===== config.mk =====
export PLATFORM = sky130hd
export DESIGN_NAME = j_u2txctl
export DESIGN_NICKNAME = d
export VERILOG_FILES = /design/src/rtl/j_u2_pkg.sv /design/src/rtl/j_u2tick16.sv /design/src/rtl/j_u2txctl.sv
export SDC_FILE = /design/constraint.sdc
export NUM_CORES = 1
export LEC_CHECK = 0
export CAP_MARGIN = 20
export CORE_MARGIN = 3
export CORE_UTILIZATION = 40
export CTS_BUF_LIST = sky130_fd_sc_hd__clkbuf_8
export CTS_CLUSTER_DIAMETER = 30
export DETAILED_ROUTE_END_ITERATION = 16
export PLACE_DENSITY_LB_ADDON = 0.3
export REMOVE_ABC_BUFFERS = 1
export SYNTH_ARGS = -nofsm -noshare
export SYNTH_HDL_FRONTEND = slang
export SYNTH_SLANG_ARGS = --single-unit

===== constraint.sdc =====
create_clock -name sys_clk -period 4.4 [get_ports sys_clk]
set_clock_uncertainty 0.15 [all_clocks]
set_input_delay 0.88 -clock sys_clk [delete_from_list [all_inputs] [get_ports sys_clk]]
set_output_delay 0.88 -clock sys_clk [all_outputs]
set_load 0.05 [all_outputs]

===== src/rtl/j_u2_pkg.sv =====
// rtl/j_u2_pkg.sv - shared types and constants for the UART2 transmit sequencer
package j_u2_pkg;

    typedef enum logic [2:0] {
        IDLE   = 3'd0,
        START  = 3'd1,
        DATA   = 3'd2,
        PARITY = 3'd3,
        STOP   = 3'd4
    } tx_state_e;

    // Bit positions inside the control register
    localparam int PE    = 0;
    localparam int PODD  = 1;
    localparam int STOP2 = 2;
    localparam int TXBRK = 3;

    localparam int OVERSAMPLE_DEFAULT = 16;

endpackage


===== src/rtl/j_u2tick16.sv =====
// rtl/j_u2tick16.sv - bx16 tick counter producing one bit_end per bit period
module j_u2tick16
    import j_u2_pkg::*;
#(
    parameter int OVERSAMPLE = OVERSAMPLE_DEFAULT
) (
    input  logic sys_clk,
    input  logic reset,
    input  logic clr,
    input  logic bx16,
    output logic bit_end
);

    localparam int CW = (OVERSAMPLE > 1) ? $clog2(OVERSAMPLE) : 1;

    logic [CW-1:0] cnt;

    assign bit_end = bx16 && (cnt == CW'(OVERSAMPLE - 1));

    always_ff @(posedge sys_clk) begin
        if (reset || clr) begin
            cnt <= '0;
        end else if (bx16) begin
            cnt <= bit_end ? '0 : cnt + CW'(1);
        end
    end

endmodule


===== src/rtl/j_u2txctl.sv =====
// rtl/j_u2txctl.sv - UART2 transmit sequencer: holding reg, shifter, framing FSM, flags
module j_u2txctl
    import j_u2_pkg::*;
#(
    parameter int DATA_BITS  = 8,
    parameter int OVERSAMPLE = OVERSAMPLE_DEFAULT
) (
    input  logic       sys_clk,
    input  logic       reset,
    input  logic       bx16,
    input  logic [7:0] din,
    input  logic       u2dataw,
    input  logic       u2ctrlw,
    input  logic       u2statr,
    output logic       txd,
    output logic       thre,
    output logic       tsre,
    output logic       overrun,
    output logic       txint
);

    localparam int BCW = (DATA_BITS > 2) ? $clog2(DATA_BITS) : 1;

    tx_state_e            state, state_d;
    logic [DATA_BITS-1:0] hold, hold_d;
    logic [DATA_BITS-1:0] shift, shift_d;
    logic [BCW-1:0]       bit_cnt, bit_cnt_d;
    logic [3:0]           ctrl, ctrl_d;
    logic                 snap_pe, snap_pe_d;
    logic                 snap_stop2, snap_stop2_d;
    logic                 par_bit, par_d;
    logic                 thre_d, overrun_d, txint_d, txd_d;
    logic                 transfer, accept, drop, bit_end;

    j_u2tick16 #(
        .OVERSAMPLE(OVERSAMPLE)
    ) u_tick (
        .sys_clk(sys_clk),
        .reset  (reset),
        .clr    (transfer),
        .bx16   (bx16),
        .bit_end(bit_end)
    );

    always_comb begin
        state_d      = state;
        hold_d       = hold;
        shift_d      = shift;
        bit_cnt_d    = bit_cnt;
        snap_pe_d    = snap_pe;
        snap_stop2_d = snap_stop2;
        par_d        = par_bit;
        transfer     = 1'b0;
        ctrl_d       = u2ctrlw ? din[3:0] : ctrl;

        case (state)
            IDLE: begin
                if (!thre) transfer = 1'b1;
            end
            START: begin
                if (bit_end) begin
                    state_d   = DATA;
                    bit_cnt_d = '0;
                end
            end
            DATA: begin
                if (bit_end) begin
                    shift_d = shift >> 1;
                    if (bit_cnt == BCW'(DATA_BITS - 1)) begin
                        bit_cnt_d = '0;
                        state_d   = snap_pe ? PARITY : STOP;
                    end else begin
                        bit_cnt_d = bit_cnt + BCW'(1);
                    end
                end
            end
            PARITY: begin
                if (bit_end) begin
                    state_d   = STOP;
                    bit_cnt_d = '0;
                end
            end
            STOP: begin
                if (bit_end) begin
                    // bit_cnt tracks which stop bit is being sent
                    if (snap_stop2 && bit_cnt == '0) begin
                        bit_cnt_d = BCW'(1);
                    end else begin
                        bit_cnt_d = '0;
                        if (!thre) transfer = 1'b1;
                        else       state_d  = IDLE;
                    end
                end
            end
            default: state_d = IDLE;
        endcase

        // Frame start: framing options are frozen here for the whole frame
        if (transfer) begin
            state_d      = START;
            shift_d      = hold;
            bit_cnt_d    = '0;
            snap_pe_d    = ctrl[PE];
            snap_stop2_d = ctrl[STOP2];
            par_d        = (^hold) ^ ctrl[PODD];
        end

        accept    = u2dataw && (thre || transfer);
        drop      = u2dataw && !accept;
        hold_d    = accept ? din[DATA_BITS-1:0] : hold;
        thre_d    = accept ? 1'b0 : (transfer ? 1'b1 : thre);
        overrun_d = drop || (overrun && !u2statr);
        txint_d   = !thre && thre_d;

        case (state_d)
            START:   txd_d = 1'b0;
            DATA:    txd_d = shift_d[0];
            PARITY:  txd_d = par_d;
            default: txd_d = 1'b1;
        endcase
        if (ctrl_d[TXBRK]) txd_d = 1'b0;
    end

    always_ff @(posedge sys_clk) begin
        if (reset) begin
            state      <= IDLE;
            hold       <= '0;
            shift      <= '0;
            bit_cnt    <= '0;
            ctrl       <= '0;
            snap_pe    <= 1'b0;
            snap_stop2 <= 1'b0;
            par_bit    <= 1'b0;
            thre       <= 1'b1;
            overrun    <= 1'b0;
            txint      <= 1'b0;
            txd        <= 1'b1;
        end else begin
            state      <= state_d;
            hold       <= hold_d;
            shift      <= shift_d;
            bit_cnt    <= bit_cnt_d;
            ctrl       <= ctrl_d;
            snap_pe    <= snap_pe_d;
            snap_stop2 <= snap_stop2_d;
            par_bit    <= par_d;
            thre       <= thre_d;
            overrun    <= overrun_d;
            txint      <= txint_d;
            txd        <= txd_d;
        end
    end

    assign tsre = (state == IDLE);

endmodule


Word-level counts from Yosys, hierarchy flattened --
Cells that the tools add are included.
Cells by class: multiplexer cells 30, reduce and logical (&&, ||, !) cells 22, eq/ne operators 12, $add $sub $neg 2, bitwise operators 1
Operators with widths (count):
- two-way mux 3 bit | 13
- two-way mux 8 bit | 3
- one-hot mux 3 bit (5 select lines) | 1
- equality test 3 x 2 -> 1 bit, second input constant | 4
- one-hot mux 3 bit (3 select lines) | 1
- two-way mux 1 bit | 8
- two-way mux 4 bit | 2
- XOR reduction 8 bit | 1
- equality test 3 x 1 -> 1 bit, second input constant | 2
- equality test 3 bit, second input constant | 2
- logical AND 1 bit | 6
- zero test 3 bit | 2
- != test 2 x 1 -> 1 bit, second input constant | 3
- adder 4 x 1 -> 4 bit, second input constant | 1
- equality test 4 bit, second input constant | 1
- AND reduction 4 bit | 1
- nonzero test 2 bit | 2
- OR reduction 2 bit | 2
- adder 3 x 1 -> 3 bit, second input constant | 1
- zero test 1 bit | 3
- logical OR 1 bit | 3
- one-hot mux 1 bit (3 select lines) | 1
- nonzero test 3 bit | 1
- one-hot mux 1 bit (2 select lines) | 1
- other kinds (2) | 2
Word-level totals: register bits after elaboration 37, input port bits 14, output and inout port bits 5

Logic depth before layout (Yosys ltp) --
word-level depth 10, gate-level depth with buffers 9, gate-level depth less buffers 8

Modules after synthesis --
A second synthesis with hierarchy kept.
Second synthesis, totals: cells, all modules 184, area, all modules 1756.7 um^2
Modules (own cells, without submodules):
- j_u2txctl | sequential area each 660.6 um^2, area an instance 1560.2 um^2, cells an instance 164, times used 1
- j_u2tick16 | sequential area each 80.1 um^2, area an instance 196.4 um^2, cells an instance 20, times used 1

Least setup slack after synthesis --
OpenSTA, ideal clock, no wires.
kind flip-flop to output port, from register state[2], to output tsre, cell stages (with the launch flop) 3, setup slack 1760 ps, required time 3370 ps, arrival time 1610 ps, cell sequence dfxtp_1 buf_2 nor3_1
On the way: word-level cells in the longest chain between the ends 1
Ends and longest elaborated chain:
- start, declared | RTL line j_u2txctl.sv:24 | tx_state_e state, state_d;
- start signal, assigned | RTL line j_u2txctl.sv:139 | state <= state_d;
- zero test 3 bit | RTL line j_u2txctl.sv:154 | assign tsre = (state == IDLE);
- end, declared | RTL line j_u2txctl.sv:17 | output logic tsre,
No other way between the ends.

Final worst setup path --
from input bx16, to register txd
On the way: word-level cells in the longest chain between the ends 7
Ends and longest elaborated chain:
- start, declared | RTL line j_u2txctl.sv:10 | input logic bx16,
- logical AND 1 bit * | RTL line j_u2tick16.sv:18 | assign bit_end = bx16 && (cnt == CW'(OVERSAMPLE - 1));
- two-way mux 3 bit, or another cell as far along | RTL line j_u2txctl.sv:84 | if (bit_end) begin
- one-hot mux 3 bit (5 select lines) / one-hot mux 1 bit (2 select lines) (equally long branches) | RTL line j_u2txctl.sv:56 | case (state)
- two-way mux 3 bit | RTL line j_u2txctl.sv:99 | if (transfer) begin
- equality test 3 x 2 -> 1 bit / equality test 3 x 1 -> 1 bit (equally long branches) | RTL line j_u2txctl.sv:115 | case (state_d)
- one-hot mux 1 bit (3 select lines) * | RTL line j_u2txctl.sv:115
- two-way mux 1 bit * | RTL line j_u2txctl.sv:121 | if (ctrl_d[TXBRK]) txd_d = 1'b0;
- end signal, assigned | RTL line j_u2txctl.sv:150 | txd <= txd_d;
- end, declared | RTL line j_u2txctl.sv:15 | output logic txd,
Mark *: on every way between the ends. The rest lies on a longest branch, timed or not. The select of a mux whose other input is x is not followed. A chain may end at the register's enable or synchronous reset.

==> summary.txt <==
Synthesis
  – Post-Syn Area: 0.00180 mm²
  – Synth area leaders: dfxtp_1 41%, mux2i_1 8.9%, nor2_1 7.7%, a311oi_2 5.0%, nand2_1 4.8%
  – Commonest cells post-synth: 37 x dfxtp_1, 37 x nor2_1, 23 x nand2_1
  – Avg Cell Area, Syn: around 9.4 µm²
  – EDFF count, synth: 0
  – Synthesis Warnings: 0
  – Synth async-reset ratio: 0%
  – Share of the synthesized area in the top cell type: between 40 and 50%
  – Cell count after synthesis: ~190
  – #FFs+latches synth: 37
  – Number of library cell types mapped by synthesis: 40
  – Area leader, netlist: dfxtp_1
  – Ys flop type: dfxtp_1
  – Sequential share of the synthesized area: around two fifths

Detailed routing
  – WL/cell: 12.6 µm
  – DRT antenna net count: 0
  – Vias post-DR: between 1000 and 1500
  – DR DRC count: 0
  – Drt first pass iters: 4
  – Routed WL: between 3000 and 4000 µm
  – Initial DRC Count: 60
  – DR vias/cell: between 5 and 6

Finish
  – Layout cells sized above 1: about 13%
  – Final #Nets: about 220
  – P&R area growth vs syn: 15.2%
  – ANT cells: 0
  – Final core utilization: slightly below 50%

Power
  – VDD IR max: around 160 µV
  – Power, Total: around 760 µW
  – PD cells: between 300 and 400 mW/mm²
  – LEAKAGE: 0.822 nW

Die
  – Die Y: 73.1 µm
  – Die ar.: 0.00534 mm²
  – Initial core utilization: 43.1%
  – # IOs: 19
  – Die Width: 73.1 µm
  – Rows: 23
  – Core area: ~0.0042 mm²

Clock tree
  – Postcts setup bufs: 0
  – Post-CTS Hold Buffers: 0
  – Clk root buf: clkbuf_8
  – H-Tree Depth: 2
  – TritonCTS Sinks: 37
  – CTS tree: done
  – CTS resizes: 0
  – CTS Buffer Depth: 2
  – Clk slew on worst S/H paths: 70 ps
  – Skew-Pair Late Insertion Delay: about 280 ps
  – CTS buffer count: 5

Timing
  – Final hold vios: 0
  – Slew @ Worst Pin: ~500 ps
  – Fin. max-slew vios: 0
  – Setup TNS: 0 ps
  – Fin crit share: 66.7%
  – Peak Freq: between 0.3 and 0.4 GHz
  – Final Setup Violations: 0
  – Max-slew headroom: 66.7%
  – Post-route minimum period: a little under 3000 ps
  – Hold slack: around 300 ps
  – RSZ-0062 raised after global routing: false

Global routing
  – Gr ovfl total: 0
  – Total Routing Usage GR: around 14%
  – Pin count of the biggest net entering global routing: 21
  – Global-route wire length before repair: around 5600 µm
  – Initial antenna violation count: 0
  – Vias in the first global route: roughly 1300

Setup path
  – Reg-to-Reg Start: u_tick.cnt[0]$_SDFFE_PP0P_
  – Reg2reg end: txd$_SDFF_PP1_
  – Crit path kind: primary input to flip-flop
  – Flop2flop setup slack: between 2000 and 2500 ps
  – Req. time, crit path: 4420 ps
  – Crit-path max FO: 20
  – Worst Reg-to-Reg Cells: 7
  – CP arrival: 2950 ps
  – Crit path capture type: flip-flop
  – CP Launch Type: primary input

Hold path
  – Worst Hold Path Cells: 2
  – Critical hold path startpoint: snap_stop2$_SDFFE_PP0P_
  – HP Class: flip-flop to flip-flop
  – End of the worst hold path: snap_stop2$_SDFFE_PP0P_

Place
  – Port Buffers: 18
  – DP HPWL: roughly 2400 µm
  – Gpl congestion: roughly 0.76

Run status
  – Status: finished clean

Flow run
  – Max-cap violations: 0
worst max path at each step:
stage,depth (start not counted),start,slack (ps),end
floorplan,1,state[0]$_SDFF_PP0_,1810,tsre
global placement,7,bx16,1190,txd$_SDFF_PP1_
detailed placement,7,bx16,1140,txd$_SDFF_PP1_
CTS,7,bx16,1430,txd$_SDFF_PP1_
global route,7,bx16,1210,txd$_SDFF_PP1_
finish,7,bx16,1470,txd$_SDFF_PP1_
registers in the layout, summed over array words and instances (netlist names):
register	count
snap_stop2	1
state	3
u_tick.cnt	4
shift	8
thre	1
hold	8
ctrl	4
par_bit	1
bit_cnt	3
snap_pe	1
overrun	1
txint	1
txd	1
where the power goes:
part	leakage, nW	internal, mW	switching [mW]	total, mW
Clock	0.0626	0.182	0.115	0.297
Sequential	0.303	0.352	0.0131	0.365
Combinational	0.456	0.0491	0.0507	0.0998
cell usage in the layout (no fill, tap or decap), drive strengths merged, types with 3 or more instances in the layout:
cell type | Yosys | final
nand3 | 3 | 3
a21oi | 7 | 7
dfxtp | 37 | 37
inv | 4 | 5
ha | 4 | 4
clkbuf | 4 | 6
nor3 | 6 | 6
a22oi | 3 | 3
clkdlybuf4s50 | 0 | 18
nand2 | 23 | 23
a311oi | 6 | 6
xnor2 | 5 | 5
o21ai | 4 | 4
mux2i | 16 | 16
nor2 | 39 | 39
cell type report:
cell class | instances | area (µm²)
Timing Repair Buffer | 19 | 188
Sequential cell | 37 | 741
Fill cell | 387 | 2100
Tap cell | 50 | 62.6
Inverter | 4 | 15.0
Clock inverter | 2 | 33.8
Clock buffer | 6 | 82.6
Multi-Input combinational cell | 137 | 950
metrics by stage:
stage / worst slack, ps / cell area, µm² / cells
finish: 1470 / 2070 / 255
global route: 1210 / 2070 / 255
CTS: 1430 / 2070 / 255
detailed placement: 1140 / 1960 / 247
global placement: 1190 / 1960 / 247
floorplan: 1810 / 1710 / 178
worst max-delay path: stages:
cell	delay [ps]
clkdlybuf4s50_1	630
nand4_2	240
o21ai_2	250
nand3b_2	390
mux2i_1	310
nand3b_1	150
a41oi_2	100
metal layers:
layer | GRT usage (%) | wire (µm)
met4 | 5.53 | 45
met2 | 21.3 | 1480
met3 | 3.72 | 106
met5 | 0 | 0
met1 | 17.4 | 1580
kinds of logic (layout without fill, tap and decap cells):
family / after synthesis / count (layout) / synth area share, %
fa+ha+maj: 4 / 4 / 2.78
simple gates: 80 / 80 / 21.1
compound gates: 29 / 29 / 15.4
flops: 37 / 37 / 41.2
mux: 16 / 16 / 8.90
buf+inv: 17 / 31 / 6.05
xor+xnor: 8 / 8 / 4.66
(Power assumes the default switching activity.)
